===== src/rtl/fpa_pkg.sv =====
// Shared widths, default adder latency and the tag carried alongside each operation.
package fpa_pkg;

    localparam int FP_W    = 32;
    localparam int FPA_LAT = 3;

    typedef struct packed {
        logic       valid;
        logic [3:0] id;
    } fpa_tag_t;

endpackage


===== src/rtl/fp_add_sched_if.sv =====
// Requester and response bundle of fp_add_sched; req_sub exists only with FPA_SCHED_SUB_EN.
interface fp_add_sched_if #(parameter int NREQ = 4);
    import fpa_pkg::*;

    localparam int IDW = $clog2(NREQ);

    logic [NREQ-1:0]           req_valid;
    logic [NREQ-1:0]           req_ready;
    logic [NREQ-1:0][FP_W-1:0] req_a;
    logic [NREQ-1:0][FP_W-1:0] req_b;
`ifdef FPA_SCHED_SUB_EN
    logic [NREQ-1:0]           req_sub;
`endif
    logic                      hold;
    logic                      rsp_valid;
    logic [IDW-1:0]            rsp_id;
    logic [FP_W-1:0]           rsp_data;
    logic                      busy;

    modport master (
        output req_valid, req_a, req_b, hold,
`ifdef FPA_SCHED_SUB_EN
        output req_sub,
`endif
        input  req_ready, rsp_valid, rsp_id, rsp_data, busy
    );

    modport slave (
        input  req_valid, req_a, req_b, hold,
`ifdef FPA_SCHED_SUB_EN
        input  req_sub,
`endif
        output req_ready, rsp_valid, rsp_id, rsp_data, busy
    );

endinterface


===== src/rtl/fpa_rr_arbiter.sv =====
// Combinational round-robin arbiter: first requester at or above ptr, wrapping.
module fpa_rr_arbiter #(
    parameter  int NREQ = 4,
    localparam int IDW  = $clog2(NREQ)
) (
    input  logic [NREQ-1:0] req,
    input  logic [IDW-1:0]  ptr,
    input  logic            en,
    output logic [NREQ-1:0] gnt,
    output logic [IDW-1:0]  gnt_idx
);

    logic           found;
    logic [IDW-1:0] idx;

    always_comb begin
        gnt     = '0;
        gnt_idx = '0;
        found   = 1'b0;
        idx     = '0;
        for (int k = 0; k < NREQ; k++) begin
            idx = IDW'((int'(ptr) + k) % NREQ);
            if (en && !found && req[idx]) begin
                found    = 1'b1;
                gnt[idx] = 1'b1;
                gnt_idx  = idx;
            end
        end
    end

endmodule


===== src/rtl/fp_add_sched.sv =====
// Shares one pipelined fp_adder among NREQ requesters; a tag pipeline returns each result to its issuer.
// Optional FPA_SCHED_SUB_EN adds per-requester subtract (sign flip of B at issue).
module fp_add_sched
    import fpa_pkg::*;
#(
    parameter  int NREQ = 4,
    parameter  int LAT  = FPA_LAT,
    localparam int IDW  = $clog2(NREQ)
) (
    input  logic             clk,
    input  logic             rst_n,
    fp_add_sched_if.slave    rq,
    output logic [FP_W-1:0]  fpa_a,
    output logic [FP_W-1:0]  fpa_b,
    input  logic [FP_W-1:0]  fpa_result
);

    logic [IDW-1:0]   ptr_q, ptr_d;
    logic [FP_W-1:0]  fpa_a_q, fpa_a_d;
    logic [FP_W-1:0]  fpa_b_q, fpa_b_d;
    fpa_tag_t [LAT:0] tag_q, tag_d;

    logic [NREQ-1:0]  gnt;
    logic [IDW-1:0]   gnt_idx;
    logic             accept;
    logic             busy_c;
    logic             unused_id_bits;

    fpa_rr_arbiter #(.NREQ(NREQ)) u_arb (
        .req     (rq.req_valid),
        .ptr     (ptr_q),
        .en      (!rq.hold),
        .gnt     (gnt),
        .gnt_idx (gnt_idx)
    );

    // The grant is already masked by hold and valid, so any bit set is an accept.
    assign rq.req_ready = gnt;
    assign accept       = |gnt;

    always_comb begin
        ptr_d   = ptr_q;
        fpa_a_d = '0;
        fpa_b_d = '0;
        tag_d   = '0;
        for (int k = 1; k <= LAT; k++) tag_d[k] = tag_q[k-1];
        if (accept) begin
            fpa_a_d = rq.req_a[gnt_idx];
`ifdef FPA_SCHED_SUB_EN
            fpa_b_d = {rq.req_b[gnt_idx][FP_W-1] ^ rq.req_sub[gnt_idx],
                       rq.req_b[gnt_idx][FP_W-2:0]};
`else
            fpa_b_d = rq.req_b[gnt_idx];
`endif
            tag_d[0].valid = 1'b1;
            tag_d[0].id    = 4'(gnt_idx);
            ptr_d = (gnt_idx == IDW'(NREQ - 1)) ? '0 : gnt_idx + 1'b1;
        end
    end

    always_ff @(posedge clk or negedge rst_n) begin
        if (!rst_n) begin
            ptr_q   <= '0;
            fpa_a_q <= '0;
            fpa_b_q <= '0;
            tag_q   <= '0;
        end else begin
            ptr_q   <= ptr_d;
            fpa_a_q <= fpa_a_d;
            fpa_b_q <= fpa_b_d;
            tag_q   <= tag_d;
        end
    end

    always_comb begin
        busy_c = 1'b0;
        for (int k = 0; k <= LAT; k++) busy_c = busy_c | tag_q[k].valid;
    end

    assign fpa_a        = fpa_a_q;
    assign fpa_b        = fpa_b_q;
    assign rq.busy      = busy_c;
    assign rq.rsp_valid = tag_q[LAT].valid;
    assign rq.rsp_id    = tag_q[LAT].id[IDW-1:0];
    // Adder output is garbage when no tag is live (it has no reset), so gate it.
    assign rq.rsp_data  = tag_q[LAT].valid ? fpa_result : '0;
    assign unused_id_bits = ^tag_q[LAT].id;

endmodule


===== src/flat_wrapper.sv =====
// flat-port wrapper written by rule: the top's interface ports become plain ports
module fp_add_sched_flat import fpa_pkg::*;
#(
    parameter  int NREQ = 4,
    parameter  int LAT  = FPA_LAT,
    localparam int IDW  = $clog2(NREQ)
)
  (clk, rst_n, fpa_a, fpa_b, fpa_result, rq_req_valid, rq_req_a, rq_req_b, rq_hold, rq_req_ready, rq_rsp_valid, rq_rsp_id, rq_rsp_data, rq_busy);
  fp_add_sched_if #(.NREQ(NREQ)) rq_i ();
  input  logic clk;
  input  logic rst_n;
  output logic [FP_W-1:0] fpa_a;
  output logic [FP_W-1:0] fpa_b;
  input  logic [FP_W-1:0] fpa_result;
  input wire logic [$bits(rq_i.req_valid)-1:0] rq_req_valid;
  input wire logic [$bits(rq_i.req_a)-1:0] rq_req_a;
  input wire logic [$bits(rq_i.req_b)-1:0] rq_req_b;
  input wire logic [$bits(rq_i.hold)-1:0] rq_hold;
  output wire logic [$bits(rq_i.req_ready)-1:0] rq_req_ready;
  output wire logic [$bits(rq_i.rsp_valid)-1:0] rq_rsp_valid;
  output wire logic [$bits(rq_i.rsp_id)-1:0] rq_rsp_id;
  output wire logic [$bits(rq_i.rsp_data)-1:0] rq_rsp_data;
  output wire logic [$bits(rq_i.busy)-1:0] rq_busy;
  assign rq_i.req_valid = rq_req_valid;
  assign rq_i.req_a = rq_req_a;
  assign rq_i.req_b = rq_req_b;
  assign rq_i.hold = rq_hold;
  assign rq_req_ready = rq_i.req_ready;
  assign rq_rsp_valid = rq_i.rsp_valid;
  assign rq_rsp_id = rq_i.rsp_id;
  assign rq_rsp_data = rq_i.rsp_data;
  assign rq_busy = rq_i.busy;
  fp_add_sched #(.NREQ(NREQ), .LAT(LAT)) u_core (.clk(clk), .rst_n(rst_n), .rq(rq_i), .fpa_a(fpa_a), .fpa_b(fpa_b), .fpa_result(fpa_result));
endmodule

===== config.mk =====
export PLATFORM = sky130hd
export DESIGN_NAME = fp_add_sched_flat
export DESIGN_NICKNAME = d
export VERILOG_FILES = /design/src/rtl/fpa_pkg.sv /design/src/rtl/fp_add_sched_if.sv /design/src/rtl/fpa_rr_arbiter.sv /design/src/rtl/fp_add_sched.sv /design/src/flat_wrapper.sv
export SDC_FILE = /design/constraint.sdc
export NUM_CORES = 1
export LEC_CHECK = 0
export ABC_AREA = 1
export CELL_PAD_IN_SITES_DETAIL_PLACEMENT = 1
export CELL_PAD_IN_SITES_GLOBAL_PLACEMENT = 2
export CORE_AREA = 2 2 202 204
export DETAILED_ROUTE_END_ITERATION = 7
export DIE_AREA = 0 0 204 206
export PLACE_DENSITY = 0.84
export SYNTH_ARGS = -nofsm -noshare
export SYNTH_HDL_FRONTEND = slang
export SYNTH_HIERARCHICAL = 1
export SYNTH_SLANG_ARGS = --single-unit

===== constraint.sdc =====
create_clock -name clk -period 2.6 [get_ports clk]
set_input_delay 0.52 -clock clk [delete_from_list [all_inputs] [get_ports clk]]
set_output_delay 0.52 -clock clk [all_outputs]
set_load 0.01 [all_outputs]

==> results_dict.tcl, run 1 <==
set metrics [dict create \
    timing.critical_path.buf_inv 3 \
    synth-adder-area-share 0.0169 \
    worst-slew-pin-transition_ns 0.553 \
    type_of_element_capturing_the_critical_path "output pin" \
    seq_area_frac_synth 0.330 \
    placed_cells_incl_taps 1912 \
    slowest_stage "sky130_fd_sc_hd__clkdlybuf4s50_1" \
    power_density_nw_per_um2 1060 \
    slew_headroom 0.631 \
    dpl.hpwl_um 21800 \
    crit_top_cell "sky130_fd_sc_hd__nand3_2" \
    first_pass_grt_wire_length_um 42100 \
    post_route_setup_tns_ns 0 \
    cts_max_level 3 \
    gr-total-overflow 0 \
    post_layout_nonfiller_instances 1932 \
    grt_max_degree 60 \
    tritonroute_pass_1_iters 4 \
    postSynth.topFlopCell "sky130_fd_sc_hd__dfrtp_1" \
    internal-power_mw 6.10 \
    post-synth-top-area-fraction 0.330 \
    worst_setup_path_start_kind "input pin" \
    final.period_utilization 0.972 \
    fin_total_pwr_mw 11.8 \
    synth_nets 1304 \
    finalHoldViolCount 0 \
    startpoint "rq_req_valid[1]" \
    rsz0062_at_grt "yes" \
    yosysWarningCount 6 \
    globalRouteMet1Util 0.146 \
    cts_inserted_buffers 9 \
    arrival_ns 2.01 \
    clk_root_buffer_cell "sky130_fd_sc_hd__clkbuf_16" \
    finish.net_count 1697 \
    rr_startpoint "u_core/ptr_q[0]" \
    routabilityCongestion 0.809 \
    final_period_minus_worst_setup_slack_ns 2.53 \
    core_outline_area_um2 40200 \
    drc 0 \
    combinational_share_of_power 0.731 \
    max-cap-violations 0 \
    share_clk_of_total_power 0.115 \
    yosysMostFrequentCell "sky130_fd_sc_hd__nand2_1" \
    fp.dieW_um 204 \
    yosys.area_share.simple 0.358 \
    hp-class "in2async" \
    area_delta_synth_final_pct 88.8 \
    die_h_um 206 \
    initial_utilization 0.147 \
    post_route_cells_drive_above_1_share 0.0622 \
    switching_share 0.485 \
    placementRows 74 \
    first_global_vias 7753 \
    grt_use_met2 0.234 \
    gate_count_post_synth 1001 \
    wl_final_um 28200 \
    maximum_fanout_along_the_worst_path 7 \
    synth_enable_flop_cells 0 \
    number_of_antenna_violations_at_the_first_check_in_global_routing 0 \
    power.share.sequential 0.154 \
    postSynthRegisterBits 78 \
    detail_route.iter0.violations 197 \
    clk_path_buf_depth 2 \
    synth_compound_gate_area_share 0.0542 \
    detailroute.via_count 7378 \
    clock_insertion_delay_worst_skew_ns 0.36 \
    synth_top_family_by_area "simple AND/OR/NAND/NOR gates" \
    syn-cell-area_um2 5910 \
    top_post_synthesis_cells_by_count "315 x sky130_fd_sc_hd__nand2_1, 301 x sky130_fd_sc_hd__inv_1, 152 x sky130_fd_sc_hd__nand3_1, 78 x sky130_fd_sc_hd__dfrtp_1, 64 x sky130_fd_sc_hd__a21oi_1" \
    power_switching_mw 5.74 \
    final_setup_violation_count 0 \
    setup.worst_path.class "in2out" \
    fmaxAchievable_mhz 396 \
    path_cells "clkdlybuf4s50_1 -> nand2_1 -> nand3_1 -> and2_1 -> buf_12 -> nor2_8 -> nand3_2 -> nand3_2 -> clkdlybuf4s15_2" \
    total_leakage_power_nw 5.90 \
    result_of_the_run "completed" \
    crit_path_max_incr_delay_ns 0.43 \
    xor_xnor_portion_of_the_synthesized_cell_area 0 \
    final.setup_skew_ns 0.00704 \
    synth_cell_types 21 \
    busiest_layer "met2" \
    synth_top_cells_by_area "sky130_fd_sc_hd__dfrtp_1 33%, sky130_fd_sc_hd__nand2_1 20%, sky130_fd_sc_hd__inv_1 19%, sky130_fd_sc_hd__nand3_1 13%, sky130_fd_sc_hd__a21oi_1 5.4%" \
    synth_area_leader_cell "sky130_fd_sc_hd__dfrtp_1" \
    met3_demand_to_capacity_share_in_global_routing 0.0358 \
    ioPinCount 399 \
    cp_top_family "buffers and inverters" \
    power.ir.vdd_worst_mv 0.639 \
    routed_via_density 3.82 \
    synth.avg_cell_area_um2 5.90 \
    cts.hold.buffers_added 0 \
    maxSlewViolCount 0 \
    wl_per_cell_um 14.6 \
    synthMuxAreaShare 0 \
    worst-endpoint-required_ns 2.08 \
    clkSinkCount 78 \
    fp.dieArea_um2 42000 \
    synthArstFlopShare 1.00 \
    worst_setup_hold_path_clk_slew_ns 0.07 \
    track_usage 0.129 \
    tritoncts "done" \
    port_buffers 398 \
    drtAntennaViolNets 0 \
]
power groups by stage:
stage                     clock [mW]  combinational [mW]  sequential, mW
final                           1.37                8.66            1.82
after global routing            1.51                9.70            1.86
after CTS                       1.47                8.71            1.83
after detailed placement           0                8.63            1.85
after global placement             0                8.47            1.84
after floorplan                    0                4.43            2.02
registers in the layout, summed over array words and instances, names as in the netlist:
name and count:
u_core/tag_d 9, u_core/rq.rsp_valid 1, u_core/rq.rsp_id 2, u_core/fpa_a 32
u_core/ptr_q 2, u_core/fpa_b 32
cells by family (layout without fill, tap and decap cells):
family,Yosys count,in the layout
flops,78,78
compound gates,64,64
other cells,0,1
simple gates,491,492
buf+inv,360,757
fa+ha+maj,8,8
timing repair:
item,4_1_cts,5_1_grt
setup endpoints to repair,4,32
cloned,1,1
pin swaps,1,2
hold endpoints to repair,0,0
buffers inserted,1,0
resized for setup,16,12
worst paths after layout:
check	end	cells after the start	slack, ns
setup / recovery	rq_req_ready[3]	9	0.07
hold / removal	u_core/fpa_a[18]	1	0.13
setup reg to reg	u_core/fpa_a[11]	16	0.20
hold reg to reg	u_core/tag_d[15]	0	0.35
max in group asynchronous	u_core/fpa_b[18]	2	1.80
min in group clk	u_core/tag_d[15]	0	0.35
per-layer routing:
layer | wire [um] | vias up
met5 | 0 | -
met4 | 422 | 0
met3 | 2170 | 20
met2 | 14100 | 241
met1 | 11400 | 3438
li1 | - | 3679
worst reg2reg max path: cells and delay by family (launching register included):
kind                   cells  cell delay (ns)
flip-flops                 1             0.39
buffers and inverters      8             1.08
AND/OR/NAND/NOR            7             0.67
AO/OA/AOI/OAI              1             0.19
metrics by stage:
stage	area, um2	hold WS [ns]	util	setup WS (ns)
2_1_floorplan	5910	0.224	-	0.0820
3_3_place_gp	10700	0.332	0.267	-0.316
4_1_cts	11100	0.129	0.276	0.00172
3_5_place_dp	10700	0.336	0.267	-0.378
5_1_grt	11100	0.143	0.277	-0.0242
6_report	11100	0.126	0.277	0.0736
layout make-up:
type                    count  area [um2]
repair buffers            436        4460
clock inverters             7        80.1
inverters                 305        1150
well taps                 532         666
flip-flops and latches     78        1950
multi-input cells         564        2610
fillers                  4997       29000
clock buffers               9         225
diodes                      1        2.50
cell usage in the layout (no fill, tap or decap), types with 2 or more instances in the layout:
| cell type | synthesis | routed |
|---|---|---|
| sky130_fd_sc_hd__a21oi_1 | 64 | 64 |
| sky130_fd_sc_hd__buf_12 | 0 | 13 |
| sky130_fd_sc_hd__clkbuf_2 | 0 | 2 |
| sky130_fd_sc_hd__nor2_4 | 1 | 3 |
| sky130_fd_sc_hd__buf_4 | 1 | 23 |
| sky130_fd_sc_hd__nand3_2 | 3 | 9 |
| sky130_fd_sc_hd__ha_1 | 8 | 7 |
| sky130_fd_sc_hd__nand2_2 | 3 | 3 |
| sky130_fd_sc_hd__nand2_4 | 2 | 2 |
| sky130_fd_sc_hd__inv_6 | 0 | 5 |
| sky130_fd_sc_hd__clkinvlp_4 | 0 | 2 |
| sky130_fd_sc_hd__nand3_1 | 152 | 145 |
| sky130_fd_sc_hd__nor2_1 | 7 | 6 |
| sky130_fd_sc_hd__nand4_1 | 5 | 5 |
| sky130_fd_sc_hd__clkdlybuf4s15_2 | 0 | 2 |
| sky130_fd_sc_hd__inv_2 | 4 | 7 |
| sky130_fd_sc_hd__nand2_1 | 315 | 315 |
| sky130_fd_sc_hd__dfrtp_1 | 78 | 78 |
| sky130_fd_sc_hd__inv_1 | 301 | 297 |
| sky130_fd_sc_hd__clkdlybuf4s50_1 | 0 | 393 |
| sky130_fd_sc_hd__clkbuf_16 | 0 | 10 |
Note: power is estimated with default switching activity, not from simulation.
==> run 2: changes to the inputs <==
Settings changed: CAP_MARGIN set to 0, SLEW_MARGIN set to 20.
==> results of run 2 <==
The final DEF is identical to that of run 1; final timing and power are the same.
==> run 3: changes to the inputs <==
Settings changed: ABC_AREA 1 to not set, CORE_AREA 2 2 202 204 to 2 2 171 173, DIE_AREA 0 0 204 206 to 0 0 173 175, PLACE_DENSITY 0.84 to 0.86.
==> results_dict.tcl, run 3 <==
set metrics [dict create \
    sequential_cell_area_um2 1950 \
    timing.critical_path.buf_inv 5 \
    gr-total-overflow 0 \
    first_global_vias 5537 \
    finalHoldViolCount 0 \
    finish.net_count 1102 \
    synth_top_cells_by_area "sky130_fd_sc_hd__dfrtp_1 41%, sky130_fd_sc_hd__mux4_2 31%, sky130_fd_sc_hd__and2_1 13%, sky130_fd_sc_hd__ha_1 2.1%, sky130_fd_sc_hd__buf_6 1.9%" \
    yosysMostFrequentCell "sky130_fd_sc_hd__and2_1" \
    drtAntennaViolNets 0 \
    die_h_um 175 \
    post_route_setup_tns_ns -24.60 \
    type_of_element_capturing_the_critical_path "register" \
    placed_cells_incl_taps 1145 \
    crit_top_cell "sky130_fd_sc_hd__buf_16" \
    routabilityCongestion 0.846 \
    synth-adder-area-share 0.0209 \
    synth.avg_cell_area_um2 13.9 \
    synth_area_leader_cell "sky130_fd_sc_hd__dfrtp_1" \
    maximum_fanout_along_the_worst_path 17 \
    xor_xnor_portion_of_the_synthesized_cell_area 0 \
    timing.reg2reg.setup_slack_ns -0.36 \
    synth_cell_types 39 \
    yosys.area_share.simple 0.166 \
    drc 0 \
    detailroute.via_count 4875 \
    grt_max_degree 41 \
    synthArstFlopShare 1.00 \
    startpoint "u_core/ptr_q[0]" \
    routed_via_density 4.10 \
    worst_setup_hold_path_clk_slew_ns 0.06 \
    utilization_after_layout 0.371 \
    post_layout_nonfiller_instances 1190 \
    layout_common_cells "389 x sky130_fd_sc_hd__clkdlybuf4s50_1, 76 x sky130_fd_sc_hd__dfrtp_1, 68 x sky130_fd_sc_hd__and2_1, 66 x sky130_fd_sc_hd__mux4_2, 37 x sky130_fd_sc_hd__buf_4" \
    cts_max_level 3 \
    maxSlewViolCount 0 \
    total_leakage_power_nw 4.15 \
    clkSinkCount 78 \
    slowest_stage "sky130_fd_sc_hd__or4_4" \
    fmaxAchievable_mhz 337 \
    initial_utilization 0.168 \
    result_of_the_run "complete, but fails checks" \
    final_period_minus_worst_setup_slack_ns 2.96 \
    synth_enable_flop_cells 0 \
    worst-endpoint-required_ns 2.83 \
    detail_route.iter0.violations 212 \
    num-fill-cells 3094 \
    fp.dieW_um 173 \
    syn-cell-area_um2 4780 \
    fin_worst_hold_slack_ns 0.164 \
    synth_top_family_by_area "multiplexers" \
    clk_path_buf_depth 2 \
    cp-endpoint "u_core/fpa_b[23]" \
    final_setup_violation_count 73 \
    top_post_synthesis_cells_by_count "98 x sky130_fd_sc_hd__and2_1, 78 x sky130_fd_sc_hd__dfrtp_1, 66 x sky130_fd_sc_hd__mux4_2, 11 x sky130_fd_sc_hd__clkbuf_1, 10 x sky130_fd_sc_hd__buf_2" \
    track_usage 0.157 \
    clock_insertion_delay_worst_skew_ns 0.33 \
    worst_setup_path_start_kind "register" \
    setup_slack_ns -0.363 \
    wl_final_um 24400 \
    post_route_cells_drive_above_1_share 0.267 \
    yosysWarningCount 6 \
    clk_root_buffer_cell "sky130_fd_sc_hd__clkbuf_16" \
    critical_path_depth 11 \
    core_outline_area_um2 28400 \
    ioPinCount 399 \
    wl_per_cell_um 20.5 \
    fp.dieArea_um2 30300 \
    rsz0062_at_grt "yes" \
    violated_checks "setup timing" \
    seq_area_frac_synth 0.408 \
    fin_total_pwr_mw 9.84 \
    hp-class "in2async" \
    synth_compound_gate_area_share 0.0377 \
    layout.cells.most_common "sky130_fd_sc_hd__clkdlybuf4s50_1" \
    rr_startpoint "u_core/ptr_q[0]" \
    tritoncts "done" \
    crit_path_max_incr_delay_ns 0.53 \
    synthMuxAreaShare 0.317 \
    first_pass_grt_wire_length_um 35500 \
    cp_top_family "simple AND/OR/NAND/NOR gates" \
    cts.hold.buffers_added 0 \
    final.period_utilization 1.14 \
    cts_inserted_buffers 9 \
    number_of_antenna_violations_at_the_first_check_in_global_routing 4 \
    synth_nets 648 \
    postSynthRegisterBits 78 \
    worst_r2r_endpoint "u_core/fpa_b[23]" \
    power_density_nw_per_um2 935 \
    power.ir.vdd_worst_mv 0.355 \
    placementRows 62 \
    reg2reg_depth 11 \
    tritonroute_pass_1_iters 4 \
    arrival_ns 3.19 \
    gate_count_post_synth 345 \
    path_cells "buf_6 -> buf_16 -> and3b_2 -> o211ai_1 -> a31oi_4 -> a221o_1 -> buf_4 -> or4_4 -> buf_12 -> buf_16 -> and2_1" \
    final.setup_skew_ns 0.00516 \
    postSynth.topFlopCell "sky130_fd_sc_hd__dfrtp_1" \
    post-synth-top-area-fraction 0.408 \
    dpl.hpwl_um 19100 \
    worst-slew-pin-transition_ns 0.560 \
    area_delta_synth_final_pct 120 \
    max-cap-violations 0 \
    multiInputGateArea_um2 2780 \
    setup.worst_path.class "reg2reg" \
    port_buffers 398 \
    slew_headroom 0.627 \
]
-- run 3: per-layer routing --
metal,vias up,track usage,share of wire
li1,2192,-,-
met2,210,0.289,0.54
met1,2456,0.180,0.38
met5,-,0,0.00053
met3,15,0.0440,0.069
met4,2,0.0353,0.010
-- run 3: cells by family (layout without fill, tap and decap cells) --
family                     after synthesis  in the layout
AOI/OAI and AO/OA                       24             24
and+or+nand+nor                        127            127
buffers and inverters                   40            499
muxes                                   68             68
adders and majority gates                8              8
DFF                                     78             78
other                                    0              2
-- run 3: worst reg2reg max path, stage by stage, from the launching register on --
cell	delay, ns
sky130_fd_sc_hd__dfrtp_2	0.47
sky130_fd_sc_hd__buf_6	0.15
sky130_fd_sc_hd__buf_16	0.12
sky130_fd_sc_hd__and3b_2	0.21
sky130_fd_sc_hd__o211ai_1	0.26
sky130_fd_sc_hd__a31oi_4	0.15
sky130_fd_sc_hd__a221o_1	0.35
sky130_fd_sc_hd__buf_4	0.13
sky130_fd_sc_hd__or4_4	0.53
sky130_fd_sc_hd__buf_12	0.18
sky130_fd_sc_hd__buf_16	0.16
sky130_fd_sc_hd__and2_1	0.14
-- run 3: worst min path at each step --
stage	from	end	slack (ns)	depth (start not counted)
finish	rst_n	u_core/fpa_a[11]	0.16	1
global route	rst_n	u_core/fpa_b[25]	0.19	1
CTS	rst_n	u_core/fpa_b[25]	0.18	1
detailed placement	u_core/tag_d[10]	u_core/tag_d[15]	0.34	0
global placement	u_core/tag_d[5]	u_core/tag_d[10]	0.33	0
floorplan	rst_n	u_core/fpa_a[0]	0.22	0
-- run 3: repair_timing --
| action | in CTS | in global routing |
|---|---|---|
| setup endpoints to repair | 73 | 73 |
| gates resized for setup | 45 | 45 |
| pin swaps | 11 | 4 |
| cloned | 6 | 2 |
| hold endpoints to repair | 0 | 0 |
| setup buffers | 15 | 4 |
-- run 3: final cells by class --
cell class	count	share of cell area
diodes	2	0.000475
multi-input cells	227	0.264
clock inverters	4	0.00511
flip-flops and latches	78	0.186
well taps	384	0.0456
clock buffers	12	0.0244
inverters	9	0.00368
repair buffers	474	0.471
-- run 3: per-stage QoR --
step	setup WS (ns)	cell area, um2
CTS	-0.348	10300
global placement	-0.708	9630
detailed placement	-0.766	9630
global route	-0.454	10500
finish	-0.363	10500
floorplan	-0.461	4830
-- run 3: power by group --
group / switching, mW / total (mW) / leakage, nW / internal, mW
clock network: 0.522 / 1.32 / 0.145 / 0.801
registers: 0.152 / 1.82 / 1.02 / 1.67
logic: 2.57 / 6.70 / 2.99 / 4.13
